[config.mk]
export PLATFORM = sky130hd
export DESIGN_NAME = mem_access
export DESIGN_NICKNAME = d
export VERILOG_FILES = /design/src/rtl/mem_access_pkg.sv /design/src/rtl/mem_load_ext.sv /design/src/rtl/mem_access.sv
export SDC_FILE = /design/constraint.sdc
export NUM_CORES = 1
export LEC_CHECK = 0
export ABC_AREA = 1
export CAP_MARGIN = 0
export CORE_ASPECT_RATIO = 0.75
export CORE_MARGIN = 3
export CORE_UTILIZATION = 45
export DETAILED_ROUTE_END_ITERATION = 16
export PLACE_DENSITY = 0.75
export SLEW_MARGIN = 20
export SYNTH_ARGS = -nofsm -noshare
export SYNTH_HDL_FRONTEND = slang
export SYNTH_HIERARCHICAL = 1
export SYNTH_SLANG_ARGS = --single-unit
[constraint.sdc]
create_clock -name clk -period 2.3 [get_ports clk]
set_input_delay 0.345 -clock clk [delete_from_list [all_inputs] [get_ports clk]]
set_output_delay 0.345 -clock clk [all_outputs]
set_load 0.1 [all_outputs]
[src/rtl/mem_access_pkg.sv]
// mem_access_pkg: shared types for the MEM stage load/store engine
package mem_access_pkg;

    typedef enum logic [2:0] {
        MA_B  = 3'b000,
        MA_H  = 3'b001,
        MA_W  = 3'b010,
        MA_BU = 3'b100,
        MA_HU = 3'b101
    } ma_width_e;

    typedef enum logic [1:0] {
        MA_IDLE = 2'd0,
        MA_XFER = 2'd1,
        MA_DONE = 2'd2
    } ma_state_e;

    typedef struct packed {
        logic        we;
        logic [4:0]  waddr;
        logic [31:0] wdata;
        logic        ma_we;
        logic        ma_re;
        logic [2:0]  width;
        logic [31:0] addr;
        logic [31:0] sdata;
    } ex_mem_t;

    // Index of the final byte of a transfer; the 2'b11 size behaves as a word
    function automatic logic [1:0] last_idx(input logic [2:0] width);
        return width[1:0] == 2'b00 ? 2'd0 : width[1:0] == 2'b01 ? 2'd1 : 2'd3;
    endfunction

endpackage

[src/rtl/mem_load_ext.sv]
// mem_load_ext: sign/zero-extends the assembled load bytes to 32 bits
module mem_load_ext
    import mem_access_pkg::*;
(
    input  logic [31:0] buf_in,
    input  logic [2:0]  width,
    output logic [31:0] data
);

    logic       sx;
    logic [1:0] li;

    always_comb begin
        sx   = ~width[2];
        li   = last_idx(width);
        data = li == 2'd0 ? {{24{sx & buf_in[7]}}, buf_in[7:0]} :
               li == 2'd1 ? {{16{sx & buf_in[15]}}, buf_in[15:0]} : buf_in;
    end

endmodule

[src/rtl/mem_access.sv]
// mem_access: EX/MEM register plus byte-serial load/store engine on an 8-bit memory port
module mem_access
    import mem_access_pkg::*;
#(
    parameter int ADDR_W = 32,
    parameter int XLEN   = 32
) (
    input  logic              clk,
    input  logic              rst,
    input  logic              rdy,
    input  logic [4:0]        stall,
    input  logic              we_in,
    input  logic [4:0]        waddr_in,
    input  logic [XLEN-1:0]   wdata_in,
    input  logic              ma_we_in,
    input  logic              ma_re_in,
    input  logic [2:0]        ma_width_in,
    input  logic [31:0]       ma_addr_in,
    input  logic [XLEN-1:0]   ma_wdata_in,
    output logic              we,
    output logic [4:0]        waddr,
    output logic [XLEN-1:0]   wdata,
    output logic              stall_req,
    output logic              mem_req,
    output logic              mem_rw,
    output logic [ADDR_W-1:0] mem_addr,
    output logic [7:0]        mem_wdata,
    input  logic [7:0]        mem_rdata,
    input  logic              mem_ack
);

    ex_mem_t     ex_q, ex_d;
    ma_state_e   state_q, state_d;
    logic [1:0]  cnt_q, cnt_d;
    logic [31:0] lbuf_q, lbuf_d;
    logic [31:0] load_data;
    logic        op;
    logic        unused_stall;

    assign unused_stall = ^{stall[4], stall[1:0]};

    mem_load_ext u_ext (
        .buf_in (lbuf_q),
        .width  (ex_q.width),
        .data   (load_data)
    );

    always_comb begin
        ex_d = ex_q;
        if (rdy && !stall[3])
            ex_d = stall[2] ? '0 : {we_in, waddr_in, wdata_in, ma_we_in, ma_re_in,
                                    ma_width_in, ma_addr_in, ma_wdata_in};
    end

    always_comb begin
        op        = ex_q.ma_re | ex_q.ma_we;
        state_d   = state_q;
        cnt_d     = cnt_q;
        lbuf_d    = lbuf_q;
        mem_req   = 1'b0;
        mem_rw    = 1'b0;
        mem_addr  = '0;
        mem_wdata = 8'h00;
        if (state_q == MA_XFER) begin
            mem_req   = rdy;
            mem_rw    = ex_q.ma_we;
            mem_addr  = ADDR_W'(ex_q.addr + 32'(cnt_q));
            mem_wdata = ex_q.sdata[{cnt_q, 3'b000} +: 8];
        end
        if (rdy) begin
            case (state_q)
                MA_IDLE: if (op) begin
                    state_d = MA_XFER;
                    cnt_d   = 2'd0;
                end
                MA_XFER: if (mem_ack) begin
                    if (ex_q.ma_re) lbuf_d[{cnt_q, 3'b000} +: 8] = mem_rdata;
                    cnt_d = cnt_q + 2'd1;
                    if (cnt_q == last_idx(ex_q.width)) state_d = MA_DONE;
                end
                default: state_d = MA_IDLE;
            endcase
        end
        stall_req = op & (state_q != MA_DONE);
        we        = ex_q.we & ~stall_req;
        waddr     = ex_q.waddr;
        wdata     = ex_q.ma_re ? load_data : ex_q.wdata;
    end

    always_ff @(posedge clk or negedge rst) begin
        if (!rst) begin
            ex_q    <= '0;
            state_q <= MA_IDLE;
            cnt_q   <= 2'd0;
            lbuf_q  <= 32'h0;
        end else begin
            ex_q    <= ex_d;
            state_q <= state_d;
            cnt_q   <= cnt_d;
            lbuf_q  <= lbuf_d;
        end
    end

endmodule
# Yosys cells after proc, flatten, opt, wreduce, memory -nomap -nowiden
# Index checks and enable logic that the tools add are counted.
# op_classes
add_sub_neg	3
multipliers	0
n_div	0
order_cmp	0
eq_ne	8
n_shift	3
n_mux	18
bitwise	7
n_reduce_logical	9
# ops
cell	count
two-way mux 32 bit	4
two-way mux 107 bit	1
adder 32 x 2 -> 32 bit	1
bitwise mux 32 bit	1
variable shift 8 x 7 -> 32 bit, first input constant	1
indexed part select 32 x 6 -> 8 bit	1
indexed part select 8 x 7 -> 32 bit	1
two-way mux 2 bit	7
AND reduction 4 bit	3
two-way mux 8 bit	1
one-hot mux 2 bit (2 select lines)	2
negator 5 -> 7 bit	1
== test 2 x 1 -> 1 bit, second input constant	3
zero test 2 bit	3
!= test 2 bit, second input constant	3
bitwise AND 1 bit	4
adder 2 x 1 -> 2 bit, second input constant	1
== test 2 bit	1
two-way mux 1 bit	2
!= test 2 x 1 -> 1 bit, second input constant	1
inverter 1 bit	2
nonzero test 2 bit	1
logical AND 1 bit	1
zero test 1 bit	1
OR 1 bit	1
# word_totals
regBits	143
latch_bits	0
mem_bits_rw	0
mem_bits_ro	0
inputBits	124
output_inout_bits	81
word_cells	59
n_memories	0

# Longest topological paths before layout
# depth
depth_word	7
depth_mapped	10
mapped_depth_nobuf	10

# Cells and area by module
# The synthesis kept the hierarchy.
# by_module_without_submodules
module	instances	cells_per_inst	area_each_um2	seq_area_each_um2
mem_access	1	1026	7793.7	3578.4
mem_load_ext	1	70	370.4	0.0

# Least setup slack after synthesis
# No wires, ideal clock.
# synth_path
path_type	reg2out
from	reg ex_q[67] in the netlist's numbering
to	out we
arrival_ns	3.176
required_time_ns	1.955
setup_slack_ns	-1.221
stages_incl_launch_ff	5
n_path_buf	1
path_cell_list	dfrtp_1 buf_2 nor2_1 a21oi_1 nor2_1
# synth_between
elab_chain_len	4
# synth_lines
item	line_no	rtl
from (decl)	mem_access.sv:32	ex_mem_t ex_q, ex_d;
from (signal assigned)	mem_access.sv:92	ex_q <= '0;
from (signal assigned)	mem_access.sv:97	ex_q <= ex_d;
OR 1 bit	mem_access.sv:56	op = ex_q.ma_re | ex_q.ma_we;
bitwise AND 1 bit	mem_access.sv:84	stall_req = op & (state_q != MA_DONE);
net stall_req	mem_access.sv:23	output logic stall_req,
inverter 1 bit	mem_access.sv:85	we = ex_q.we & ~stall_req;
bitwise AND 1 bit	mem_access.sv:85	
to (decl)	mem_access.sv:20	output logic we,
# The timed path passes the listed nets, and every way through them passes these cells.

# Worst setup path after layout
# layout_path
from	reg cnt_q[0]
to	out mem_addr[22]
# layout_between
elab_chain_len	2
# layout_lines
item	line_no	rtl
from (decl)	mem_access.sv:34	logic [1:0] cnt_q, cnt_d;
from (signal assigned)	mem_access.sv:99	cnt_q <= cnt_d;
adder 32 x 2 -> 32 bit	mem_access.sv:67	mem_addr = ADDR_W'(ex_q.addr + 32'(cnt_q));
two-way mux 32 bit	mem_access.sv:64	if (state_q == MA_XFER) begin
to (decl)	mem_access.sv:26	output logic [ADDR_W-1:0] mem_addr,
# No other way between the ends.

==> metrics <==
status=finished, violations left; failing checks=negative setup slack; Crit Path Max Fanout=5; latest clock arrival within the worst-skew pair=0.42 ns; reg2reg start=cnt_q[0]$_DFFE_PN0P_; gpl congestion=0.9445; pwr/cell area=1040 nW/um^2; cell taking the most area after synthesis=dfrtp_1; commonest cells after routing, fill and taps aside=nand2_1, nand3_1, o21ai_0; largest net degree at the start of global routing=110; Final Critical Period=2.655 ns; Nets=~1400; Max Clock Skew=0.009214 ns; H-Tree Depth=4; Pins Over Slew Limit=0; max_cap viols=0; Worst-Margin Slew=approximately 0.45 ns; Data required, critical path=1.96 ns; number of global-route vias before repair=approximately 8000; Setup CP Type=flop to output pin; combinational family with the most area after synthesis=simple AND/OR/NAND/NOR gates; Min-Delay Path Class=primary input to asynchronous set/reset pin; syn_area_per_cell=7.449 um^2; initial antenna violation count=2; Die Y=122.7 um; Buffers on Ports=201; final period utilization=1.154; grt ovf=0; Initial Utilization=0.4722; r2r setup slk=0.20 ns; CP Launch Type=flop; router iterations before antenna repair=5; die width=161.5 um; Layout area overhead=53.36%; R2R cell count=7; Row Count=41; simple-gate portion of the synthesized area=0.2710; Hold Vio Cnt, Final=0; clk root buf=clkbuf_16; syn_nets=around 1200; Final Power=13.02 mW; GRT Total Usage=0.2679; met2 GRT Util=0.3909; layout cells sized above 1=0.2519; most frequently used flop master after synthesis=dfrtp_1; Fill cells=1313; DRT iter0 DRCs=slightly below 700; most used routing layer in global routing=met1; final HPWL from detailed placement=~18000 um; Max Clock Freq=0.3767 GHz; commonest non-fill, non-tap cell in the layout=nand2_1; Setup-failing EPs final=37; Final Core Density=0.7243; number of I/O pins=between 200 and 250; Setup WS post-layout=-0.3547 ns; core area=17290 um^2; cells after synthesis=1096; post-synthesis adder-cell area fraction=0.01318; RSZ-0062 raised after global routing=true; asr flop ratio synth=1.000; main area contributors after synthesis=dfrtp_1, o21ai_0, nand2_1; number of synthesized flops with an enable pin=0; peak supply drop=roughly 1500 uV; xor/xnor share of the synthesized area=0.004291; YS warnings=6; clock sinks=143; Arrival @ worst endpoint=around 2.3 ns; post-route ant nets=0; met3 Use GR=0.07422; FF-to-FF End=lbuf_q[23]$_DFFE_PN0P_; final WL=26150 um; CTS tree=built; Global Route met1 Usage=0.3927; mux share of post-synthesis cell area=0; Worst setup EP type=output pin; first-pass GRT wire length=41920 um; Num CTS Buffers=17; #FFs+latches synth=143; CTS clk-pin slew, worst paths=0.06 ns; Seq/Total Area, Yosys=0.4383; routed vias/inst=5.343; Synth Area in Compound Gates=0.1687; slew margin rel.=0.6961; die area=19810 um^2; Yosys cell types=34; leakage power total=approximately 5.4 nW; drc violations=0; Synth top area share=0.4383; Mapped Area=about 8200 um^2; clock buffer depth=2; via count=8180; drt wl/cell=about 17 um
-- registers in the layout, summed over array words and instances, names as in the netlist --
register	count
state_q	2
lbuf_q	32
ex_q	102
waddr	5
cnt_q	2
-- what timing repair did --
action                                 CTS  global route
endpoints found under the hold margin   42             0
buffers inserted                         9             9
pin swaps                               20            22
gates cloned                             0             0
gates resized for setup                 55            17
hold buffers                             1             0
setup endpoints to repair               41            46
-- metal layers --
layer	wire length (um)	part of all wire	vias to the layer above
li1	-	-	3935
met1	11910	0.46	3846
met2	11350	0.43	359
met3	2298	0.088	38
met4	580	0.022	2
met5	13	0.00050	-
-- cells by family (layout without fill, tap and decap cells) --
| group | after synthesis | in the layout |
|---|---|---|
| xor gates and xnor gates | 4 | 4 |
| DFF | 143 | 143 |
| and+or+nand+nor | 502 | 502 |
| buffers and inverters | 185 | 383 |
| AOI/OAI and AO/OA | 254 | 254 |
| adders and majority gates | 8 | 8 |
| other | 0 | 1 |
-- cell usage after synthesis, types with 2 or more instances --
cell / number
nand2_1: 231
o21ai_0: 177
nand3_1: 153
dfrtp_1: 143
inv_1: 98
nor2_1: 95
a21oi_1: 47
clkbuf_1: 25
o21ai_2: 24
buf_4: 19
buf_2: 17
buf_1: 10
buf_6: 8
ha_1: 7
nor2_4: 7
nand2_4: 5
inv_2: 4
nand2_2: 4
xor2_1: 4
a21oi_2: 2
inv_4: 2
nand3_2: 2
-- final cells by class --
| cell class | instances | area (um^2) | share of cell area |
|---|---|---|---|
| clock buffers | 19 | 432.9 | 0.03458 |
| flip-flops and latches | 143 | 3585 | 0.2863 |
| multi-input cells | 768 | 4388 | 0.3505 |
| diodes | 1 | 2.502 | 0.0001999 |
| clock inverters | 13 | 187.7 | 0.01499 |
| well taps | 236 | 295.3 | 0.02358 |
| inverters | 105 | 405.4 | 0.03238 |
| repair buffers | 246 | 3224 | 0.2575 |
-- metrics by stage --
stage	setup TNS (ns)	hold slack, ns	area, um^2	setup slack (ns)	cells
floorplan	-4.875	0.04941	8578	-0.7456	1096
finish	-7.046	0.4191	12520	-0.3547	1531
CTS	-7.198	0.4229	12380	-0.3629	1522
global route	-11.15	0.4469	12520	-0.4656	1531
global placement	0	0.3039	11460	0.09173	1480
detailed placement	0	0.2993	11460	0.03095	1480
-- worst max path at each step --
stage	startpoint	endpoint	slack, ns	cells after the start
after detailed placement	ex_q[32]$_DFFE_PN0P_	mem_addr[10]	0.03	8
after floorplan	ex_q[67]$_DFFE_PN0P_	wdata[0]	-0.75	2
after global routing	cnt_q[0]$_DFFE_PN0P_	mem_addr[22]	-0.47	10
final	cnt_q[0]$_DFFE_PN0P_	mem_addr[22]	-0.35	10
after global placement	cnt_q[0]$_DFFE_PN0P_	mem_addr[28]	0.09	11
after CTS	cnt_q[0]$_DFFE_PN0P_	mem_addr[26]	-0.36	11
-- report_power, final --
group / internal, mW / switching, mW
combinational: 2.29 / 4.74
clock: 1.82 / 1.10
sequential: 2.84 / 0.225
total: 6.95 / 6.07
-- worst max-delay path, cell delays in order, from the launching register on --
cell     delay [ns]
dfrtp_1        0.36
ha_2           0.19
fa_2           0.23
nand2_4        0.07
nor2_4         0.19
nand2_4        0.10
nor2_4         0.23
buf_4          0.17
a21oi_2        0.06
nor2_4         0.11
buf_12         0.18
(Power assumes the default switching activity.)
